===== src/rtl/selftest_if.sv =====
// selftest_if: test-control, expected-value programming and core debug-port signals of the self-test sequencer
interface selftest_if #(
  parameter int DATA_WIDTH = 32,
  parameter int REG_ADDR_WIDTH = 5,
  parameter int NUM_CHECKS = 4
);
  localparam int IW = NUM_CHECKS > 1 ? $clog2(NUM_CHECKS) : 1;
  logic start;
  logic exp_we;
  logic [IW-1:0] exp_idx;
  logic [REG_ADDR_WIDTH-1:0] exp_reg;
  logic [DATA_WIDTH-1:0] exp_val;
  logic exp_en;
  logic cpu_rst;
  logic [REG_ADDR_WIDTH-1:0] dbg_addr;
  logic [DATA_WIDTH-1:0] dbg_data;
  logic busy;
  logic done;
  logic pass;
  logic [NUM_CHECKS-1:0] fail_mask;
  modport master (
    output start, exp_we, exp_idx, exp_reg, exp_val, exp_en, dbg_data,
    input cpu_rst, dbg_addr, busy, done, pass, fail_mask
  );
  modport slave (
    input start, exp_we, exp_idx, exp_reg, exp_val, exp_en, dbg_data,
    output cpu_rst, dbg_addr, busy, done, pass, fail_mask
  );
endinterface


===== src/rtl/selftest_controller.sv =====
// selftest_controller: resets and runs the core under test, then checks selected register-file entries against programmed values
module selftest_controller #(
  parameter int DATA_WIDTH = 32,
  parameter int REG_ADDR_WIDTH = 5,
  parameter int NUM_CHECKS = 4,
  parameter int RESET_CYCLES = 2,
  parameter int RUN_CYCLES = 10
) (
  input logic clk,
  input logic rst,
  selftest_if.slave bus
);
  localparam int IW = NUM_CHECKS > 1 ? $clog2(NUM_CHECKS) : 1;
  localparam int CMAX = RESET_CYCLES > RUN_CYCLES ? RESET_CYCLES : RUN_CYCLES;
  localparam int CW = $clog2(CMAX + 1);
  typedef enum logic [2:0] {IDLE, HOLD_RST, RUN, CHK_ADDR, CHK_CMP, DONE} state_t;
  state_t state;
  logic [CW-1:0] cnt;
  logic [IW-1:0] idx;
  logic [NUM_CHECKS-1:0] en;
  logic [NUM_CHECKS-1:0] nm;
  logic [REG_ADDR_WIDTH-1:0] regs [NUM_CHECKS];
  logic [DATA_WIDTH-1:0] vals [NUM_CHECKS];
  logic wr, last, step, fin;
  assign wr = bus.exp_we && (state == IDLE || state == DONE) && int'(bus.exp_idx) < NUM_CHECKS;
  assign last = idx == IW'(NUM_CHECKS - 1);
  assign step = state == CHK_CMP || (state == CHK_ADDR && !en[idx]);
  assign fin = step && last;
  always_comb begin
    nm = bus.fail_mask;
    nm[idx] = bus.fail_mask[idx] | (state == CHK_CMP && bus.dbg_data != vals[idx]);
  end
  always_ff @(posedge clk) begin
    if (wr) begin
      regs[bus.exp_idx] <= bus.exp_reg;
      vals[bus.exp_idx] <= bus.exp_val;
    end
  end
  always_ff @(posedge clk) begin
    if (rst) begin
      state <= IDLE;
      cnt <= '0;
      idx <= '0;
      en <= '0;
      bus.cpu_rst <= 1'b1;
      bus.dbg_addr <= '0;
      bus.busy <= 1'b0;
      bus.done <= 1'b0;
      bus.pass <= 1'b0;
      bus.fail_mask <= '0;
    end else begin
      if (wr) en[bus.exp_idx] <= bus.exp_en;
      case (state)
        IDLE, DONE: if (bus.start) begin
          state <= HOLD_RST;
          cnt <= '0;
          bus.cpu_rst <= 1'b1;
          bus.busy <= 1'b1;
          bus.done <= 1'b0;
          bus.pass <= 1'b0;
          bus.fail_mask <= '0;
        end
        HOLD_RST: if (cnt == CW'(RESET_CYCLES - 1)) begin
          state <= RUN;
          cnt <= '0;
          bus.cpu_rst <= 1'b0;
        end else cnt <= cnt + 1'b1;
        RUN: if (cnt == CW'(RUN_CYCLES - 1)) begin
          state <= CHK_ADDR;
          idx <= '0;
          bus.cpu_rst <= 1'b1;
        end else cnt <= cnt + 1'b1;
        CHK_ADDR: if (en[idx]) begin
          bus.dbg_addr <= regs[idx];
          state <= CHK_CMP;
        end
        CHK_CMP: bus.fail_mask <= nm;
        default: state <= IDLE;
      endcase
      // skipped slots and completed compares share one advance path
      if (step) begin
        state <= fin ? DONE : CHK_ADDR;
        idx <= idx + 1'b1;
        if (fin) begin
          bus.busy <= 1'b0;
          bus.done <= 1'b1;
          bus.pass <= ~|nm;
        end
      end
    end
  end
endmodule


===== src/flat_wrapper.sv =====
// flat-port wrapper written by rule: the top's interface ports become plain ports
module selftest_controller_flat 
#(
  parameter int DATA_WIDTH = 32,
  parameter int REG_ADDR_WIDTH = 5,
  parameter int NUM_CHECKS = 4,
  parameter int RESET_CYCLES = 2,
  parameter int RUN_CYCLES = 10
)
  (clk, rst, bus_start, bus_exp_we, bus_exp_idx, bus_exp_reg, bus_exp_val, bus_exp_en, bus_dbg_data, bus_cpu_rst, bus_dbg_addr, bus_busy, bus_done, bus_pass, bus_fail_mask);
  selftest_if #(.DATA_WIDTH(DATA_WIDTH), .REG_ADDR_WIDTH(REG_ADDR_WIDTH), .NUM_CHECKS(NUM_CHECKS)) bus_i ();
  input logic clk;
  input logic rst;
  input wire logic [$bits(bus_i.start)-1:0] bus_start;
  input wire logic [$bits(bus_i.exp_we)-1:0] bus_exp_we;
  input wire logic [$bits(bus_i.exp_idx)-1:0] bus_exp_idx;
  input wire logic [$bits(bus_i.exp_reg)-1:0] bus_exp_reg;
  input wire logic [$bits(bus_i.exp_val)-1:0] bus_exp_val;
  input wire logic [$bits(bus_i.exp_en)-1:0] bus_exp_en;
  input wire logic [$bits(bus_i.dbg_data)-1:0] bus_dbg_data;
  output wire logic [$bits(bus_i.cpu_rst)-1:0] bus_cpu_rst;
  output wire logic [$bits(bus_i.dbg_addr)-1:0] bus_dbg_addr;
  output wire logic [$bits(bus_i.busy)-1:0] bus_busy;
  output wire logic [$bits(bus_i.done)-1:0] bus_done;
  output wire logic [$bits(bus_i.pass)-1:0] bus_pass;
  output wire logic [$bits(bus_i.fail_mask)-1:0] bus_fail_mask;
  assign bus_i.start = bus_start;
  assign bus_i.exp_we = bus_exp_we;
  assign bus_i.exp_idx = bus_exp_idx;
  assign bus_i.exp_reg = bus_exp_reg;
  assign bus_i.exp_val = bus_exp_val;
  assign bus_i.exp_en = bus_exp_en;
  assign bus_i.dbg_data = bus_dbg_data;
  assign bus_cpu_rst = bus_i.cpu_rst;
  assign bus_dbg_addr = bus_i.dbg_addr;
  assign bus_busy = bus_i.busy;
  assign bus_done = bus_i.done;
  assign bus_pass = bus_i.pass;
  assign bus_fail_mask = bus_i.fail_mask;
  selftest_controller #(.DATA_WIDTH(DATA_WIDTH), .REG_ADDR_WIDTH(REG_ADDR_WIDTH), .NUM_CHECKS(NUM_CHECKS), .RESET_CYCLES(RESET_CYCLES), .RUN_CYCLES(RUN_CYCLES)) u_core (.clk(clk), .rst(rst), .bus(bus_i));
endmodule

===== config.mk =====
export PLATFORM = sky130hd
export DESIGN_NAME = selftest_controller_flat
export DESIGN_NICKNAME = d
export VERILOG_FILES = /design/src/rtl/selftest_if.sv /design/src/rtl/selftest_controller.sv /design/src/flat_wrapper.sv
export SDC_FILE = /design/constraint.sdc
export NUM_CORES = 1
export LEC_CHECK = 0
export BUFFER_PORTS_ARGS = -buffer_cell sky130_fd_sc_hd__buf_2
export CORE_ASPECT_RATIO = 2
export CORE_MARGIN = 5
export CORE_UTILIZATION = 40
export CTS_BUF_LIST = sky130_fd_sc_hd__clkbuf_16
export CTS_CLUSTER_DIAMETER = 80
export DETAILED_ROUTE_END_ITERATION = 10
export GPL_ROUTABILITY_DRIVEN = 0
export MAX_ROUTING_LAYER = met4
export PLACE_DENSITY = 0.61
export REMOVE_ABC_BUFFERS = 1
export SYNTH_ARGS = -nofsm -noshare
export SYNTH_HDL_FRONTEND = slang
export SYNTH_SLANG_ARGS = --single-unit

===== constraint.sdc =====
create_clock -name clk -period 5.6 [get_ports clk]
set_input_delay 1.12 -clock clk [delete_from_list [all_inputs] [get_ports clk]]
set_output_delay 1.12 -clock clk [all_outputs]
set_load 0.02 [all_outputs]

==> results.toml, run 1 <==
[synthesis]
ys_ff_latch = 176
syn_avg_cell_area_sq_um = 17.5
synth_most_common_cell = "edfxtp_1"
yosys.area.top_type = "edfxtp_1"
synthArstFlopShare = 0
yosys-top-cells-count = "edfxtp_1 (148), mux4_2 (33), dfxtp_1 (28)"
synth_compound_gate_area_share = 0.0320
synthAdderAreaFrac = 0.0105
synth_top_family_by_area = "multiplexers"
yosys.area.top_type_share = 0.621
synth_xor_area_frac = 0.0428
yosys.area_share.simple = 0.0551
ys.flop_type = "edfxtp_1"
syn_inst = 408
yosys-top-cells-area = "edfxtp_1 (62%), mux4_2 (10%), dfxtp_1 (7.8%)"
synth_cell_types = 44
synth_enable_flop_cells = 148
syn_area_sq_mm = 0.00716
yosysSeqAreaShare = 0.699
yosysWarnings = 0
synthMuxAreaShare = 0.141

[status]
stop_stage = "5_2_route"
run.stop_error = "[ERROR DRT-0255] Maze Route cannot find path of net clk in worker of routeBox ( 96600 0 ) ( 104585 48300 )."
status = "aborted with a tool error"

[clock_tree]
cts.sinks = 176
cts_setup_buffers = 0
numCtsBuffers = 17
cts-hold-fix-buffers = 0
cts-root-buf = "clkbuf_16"
ctsResizeCount = 0
cts-root-to-sink-buffers = 2
htree_num_levels = 4

[floorplan]
die_h_microns = 199
fp-row-count = 69
fp.dieW_microns = 105
start_util = 0.404
io_pins = 89

[grt]
overflow = 0
grt_pass1_vias = 4154
antenna_found_initial = 2
grt_usage = 0.143
grt_max_degree = 39
grt_pass1_wl_mm = 22.0

[placement]
place_ws_ps = 2570
dpl.hpwl_mm = 9.19
port_buffers = 88
dp_cells = 696
## cells by family after synthesis
family	Yosys count
flops	176
fa+ha+maj	6
compound gates	33
xor+xnor	35
mux	50
simple gates	80
buf+inv	28
## metal layers
metal,track usage
met1,0.144
met2,0.266
met3,0.0320
met4,0.0574
met5,-
## per-stage QoR
| stage | utilization | hold slack (ps) | cell area (sq um) |
|---|---|---|---|
| global placement | 0.441 | 442 | 7810 |
| global route | 0.471 | 503 | 8330 |
| CTS | 0.471 | 462 | 8330 |
| floorplan | - | 455 | 7060 |
| detailed placement | 0.441 | 448 | 7810 |
==> run 2: changes to the inputs <==
Settings changed: CORE_ASPECT_RATIO 2 to unset, CORE_UTILIZATION 40 to 25, CTS_BUF_LIST sky130_fd_sc_hd__clkbuf_16 to unset, CTS_CLUSTER_DIAMETER 80 to unset, MAX_ROUTING_LAYER met4 to unset, PLACE_DENSITY 0.61 to unset, PLACE_DENSITY_LB_ADDON set to 0.15.
==> run 2 against run 1 <==
The run now ends clean; synthesized cell count is the same; global-route usage fell by 4.3 points; synthesized area unchanged.
==> results.toml, run 2 <==
[status]
status = "finished clean"

[worst_setup_path]
crit_fanout = 21
crit_family = "flip-flops"
cp_slowest_cell = "dfxtp_2"
cp-start-kind = "register"
cp-end-kind = "register"
slowest_delay_ps = 850
critPathKind = "reg -> reg"
worstPathRequired_ps = 5910
arrival_ps = 3520
path_cells = "buf_4 > mux4_2 > xor2_1 > nor4_1 > nand4_1 > o31a_1"
path_buf_inv = 1

[detailed_routing]
detail-route-antenna-nets = 0
wl_met3_microns = 742
top_layer = "met5"
dr.pass1.iters = 4
drcViolationCount = 0
dr_total_vias = 3771
avgRoutedWirePerCell_microns = 17.4
routed-wl-met2_mm = 7.94
dr.first_iter.drc_count = 223
routed_wl_mm = 15.6
viasPerCell = 4.20
met1_length_mm = 6.80

[cells_and_area]
fill_cells = 2831
largest_reg_flops = 128
reg_top3 = "u_core.vals (128), u_core.regs (20), u_core.bus.dbg_addr (5)"
final_nets = 583
diodes = 0
drive_above_1_share = 0.316
multi_input_area_sq_mm = 0.00202
areaGrowthSynthToFinish_pct = 20.4
regArea_sq_mm = 0.00501
mostFrequentLayoutCells = "edfxtp_1 (148), buf_2 (88), mux4_2 (33), dfxtp_1 (26)"
final_common_cell = "edfxtp_1"
regMostFlops = "u_core.vals"

[power]
clkPwrFrac = 0.395
ir_worst_vdd_v = 0.000191
p_sw_frac = 0.233
p_per_area_mw_per_mm2 = 356
internal_power_mw = 2.36
leakage_nw = 2.84
combPwrFrac = 0.098
switching_power_mw = 0.715
seqPwrFrac = 0.507

[sta]
max_slew_margin = 0.306
fmax_ghz = 0.311
hold_viol_final = 0
worst_pin_slew_ps = 1040
slew_violations = 0
tns_ps = 0
fin_crit_ps = 3220
finalSetupViolCount = 0
fin_skew_ps = 14.8
hold_slack_ps = 468
rsz0062_at_grt = "no"
fin_crit_sh = 0.574

[synthesis]
ys.flop_type = "edfxtp_1"
yosys-top-cells-count = "edfxtp_1 (148), mux4_2 (33), dfxtp_1 (28)"
synth_enable_flop_cells = 148
yosysWarnings = 0
yosys.area.top_type_share = 0.621
syn_area_sq_mm = 0.00716
synth_compound_gate_area_share = 0.0320
synth_cell_types = 44
ys_ff_latch = 176
synth_xor_area_frac = 0.0428
yosysSeqAreaShare = 0.699
yosys.area_share.simple = 0.0551
synthAdderAreaFrac = 0.0105
syn_avg_cell_area_sq_um = 17.5
yosys.area.top_type = "edfxtp_1"
synth_top_family_by_area = "multiplexers"
synthArstFlopShare = 0
synthMuxAreaShare = 0.141
synth_most_common_cell = "edfxtp_1"
yosys-top-cells-area = "edfxtp_1 (62%), mux4_2 (10%), dfxtp_1 (7.8%)"
syn_inst = 408

[floorplan]
io_pins = 89
dieArea_sq_mm = 0.0321
die_h_microns = 179
start_util = 0.251
fp-row-count = 62
fp.dieW_microns = 179
fp.coreArea_sq_mm = 0.0285

[clock_tree]
clk_pin_slew_worst_paths_ps = 60
numCtsBuffers = 17
ctsResizeCount = 0
clock_latency_ps = 420
cts.sinks = 176
cts-root-buf = "clkbuf_16"
cts-hold-fix-buffers = 0
htree_num_levels = 4
cts_setup_buffers = 0
cts-root-to-sink-buffers = 2
cts_tree = "yes"

[placement]
dpl.hpwl_mm = 9.88
port_buffers = 88

[grt]
grt_max_degree = 39
grt_pass1_vias = 3964
overflow = 0
grt_pass1_wl_mm = 23.5
antenna_found_initial = 3
grt_usage = 0.100

[flow_run]
drv_cap = 0

[worst_hold_path]
hold_class = "reg -> reg"
[run 2: cell counts after synthesis]
No cell type changed its count.
[run 2: tightest hold or removal path: cells and delay by family (launching register included)]
family	cells	cell delay [ps]
buffers and inverters	1	60
AO/OA/AOI/OAI	1	60
flip-flops	1	310
[run 2: per-stage QoR]
stage | instances | power, mW | instance area, sq um | util | setup WS [ps]
6_report | 897 | 3.07 | 8620 | 0.303 | 2380
3_3_place_gp | 866 | 1.89 | 8020 | 0.282 | 2320
2_1_floorplan | 391 | 1.77 | 7060 | - | 945
5_1_grt | 897 | 3.22 | 8620 | 0.303 | 2050
4_1_cts | 897 | 3.12 | 8620 | 0.303 | 2230
3_5_place_dp | 866 | 1.90 | 8020 | 0.282 | 2230
[run 2: logic make-up (layout without fill, tap and decap cells)]
logic type                 count (synthesis)  count (layout)
AOI/OAI and AO/OA                         33              33
xor gates and xnor gates                  35              35
adders and majority gates                  6               6
buffers and inverters                     28             133
DFF                                      176             176
muxes                                     50              50
and+or+nand+nor                           80              80
[run 2: path summary, 6_finish.rpt]
path	startpoint	endpoint	slack [ps]	cells past startpoint
min	u_core.bus.busy	u_core.bus.busy	470	2
min reg2reg	u_core.bus.busy	u_core.bus.busy	470	2
max reg2reg	register	u_core.bus.fail_mask[1]	2380	6
max	register	u_core.bus.fail_mask[1]	2380	6
[run 2: area by class of cell]
cell class	instances	share of cell area
Clock inverter	13	0.0202
Inverter	11	0.00479
Sequential cell	176	0.581
Multi-Input combinational cell	204	0.235
Timing Repair Buffer	91	0.0537
Tap cell	384	0.0557
Clock buffer	18	0.0498
[run 2: routing by layer]
layer  vias up  track usage
met3         8       0.0342
met1      1897        0.125
li1       1781            -
met2        79        0.171
met4         6       0.0219
met5         -            0
[run 2: power by group through the flow]
stage | logic [mW] | clock network [mW] | registers [mW]
finish | 0.300 | 1.21 | 1.56
global route | 0.335 | 1.31 | 1.57
CTS | 0.311 | 1.25 | 1.56
detailed placement | 0.310 | 0 | 1.59
global placement | 0.308 | 0 | 1.58
floorplan | 0.193 | 0 | 1.58
Power figures use the tool's default switching activity.
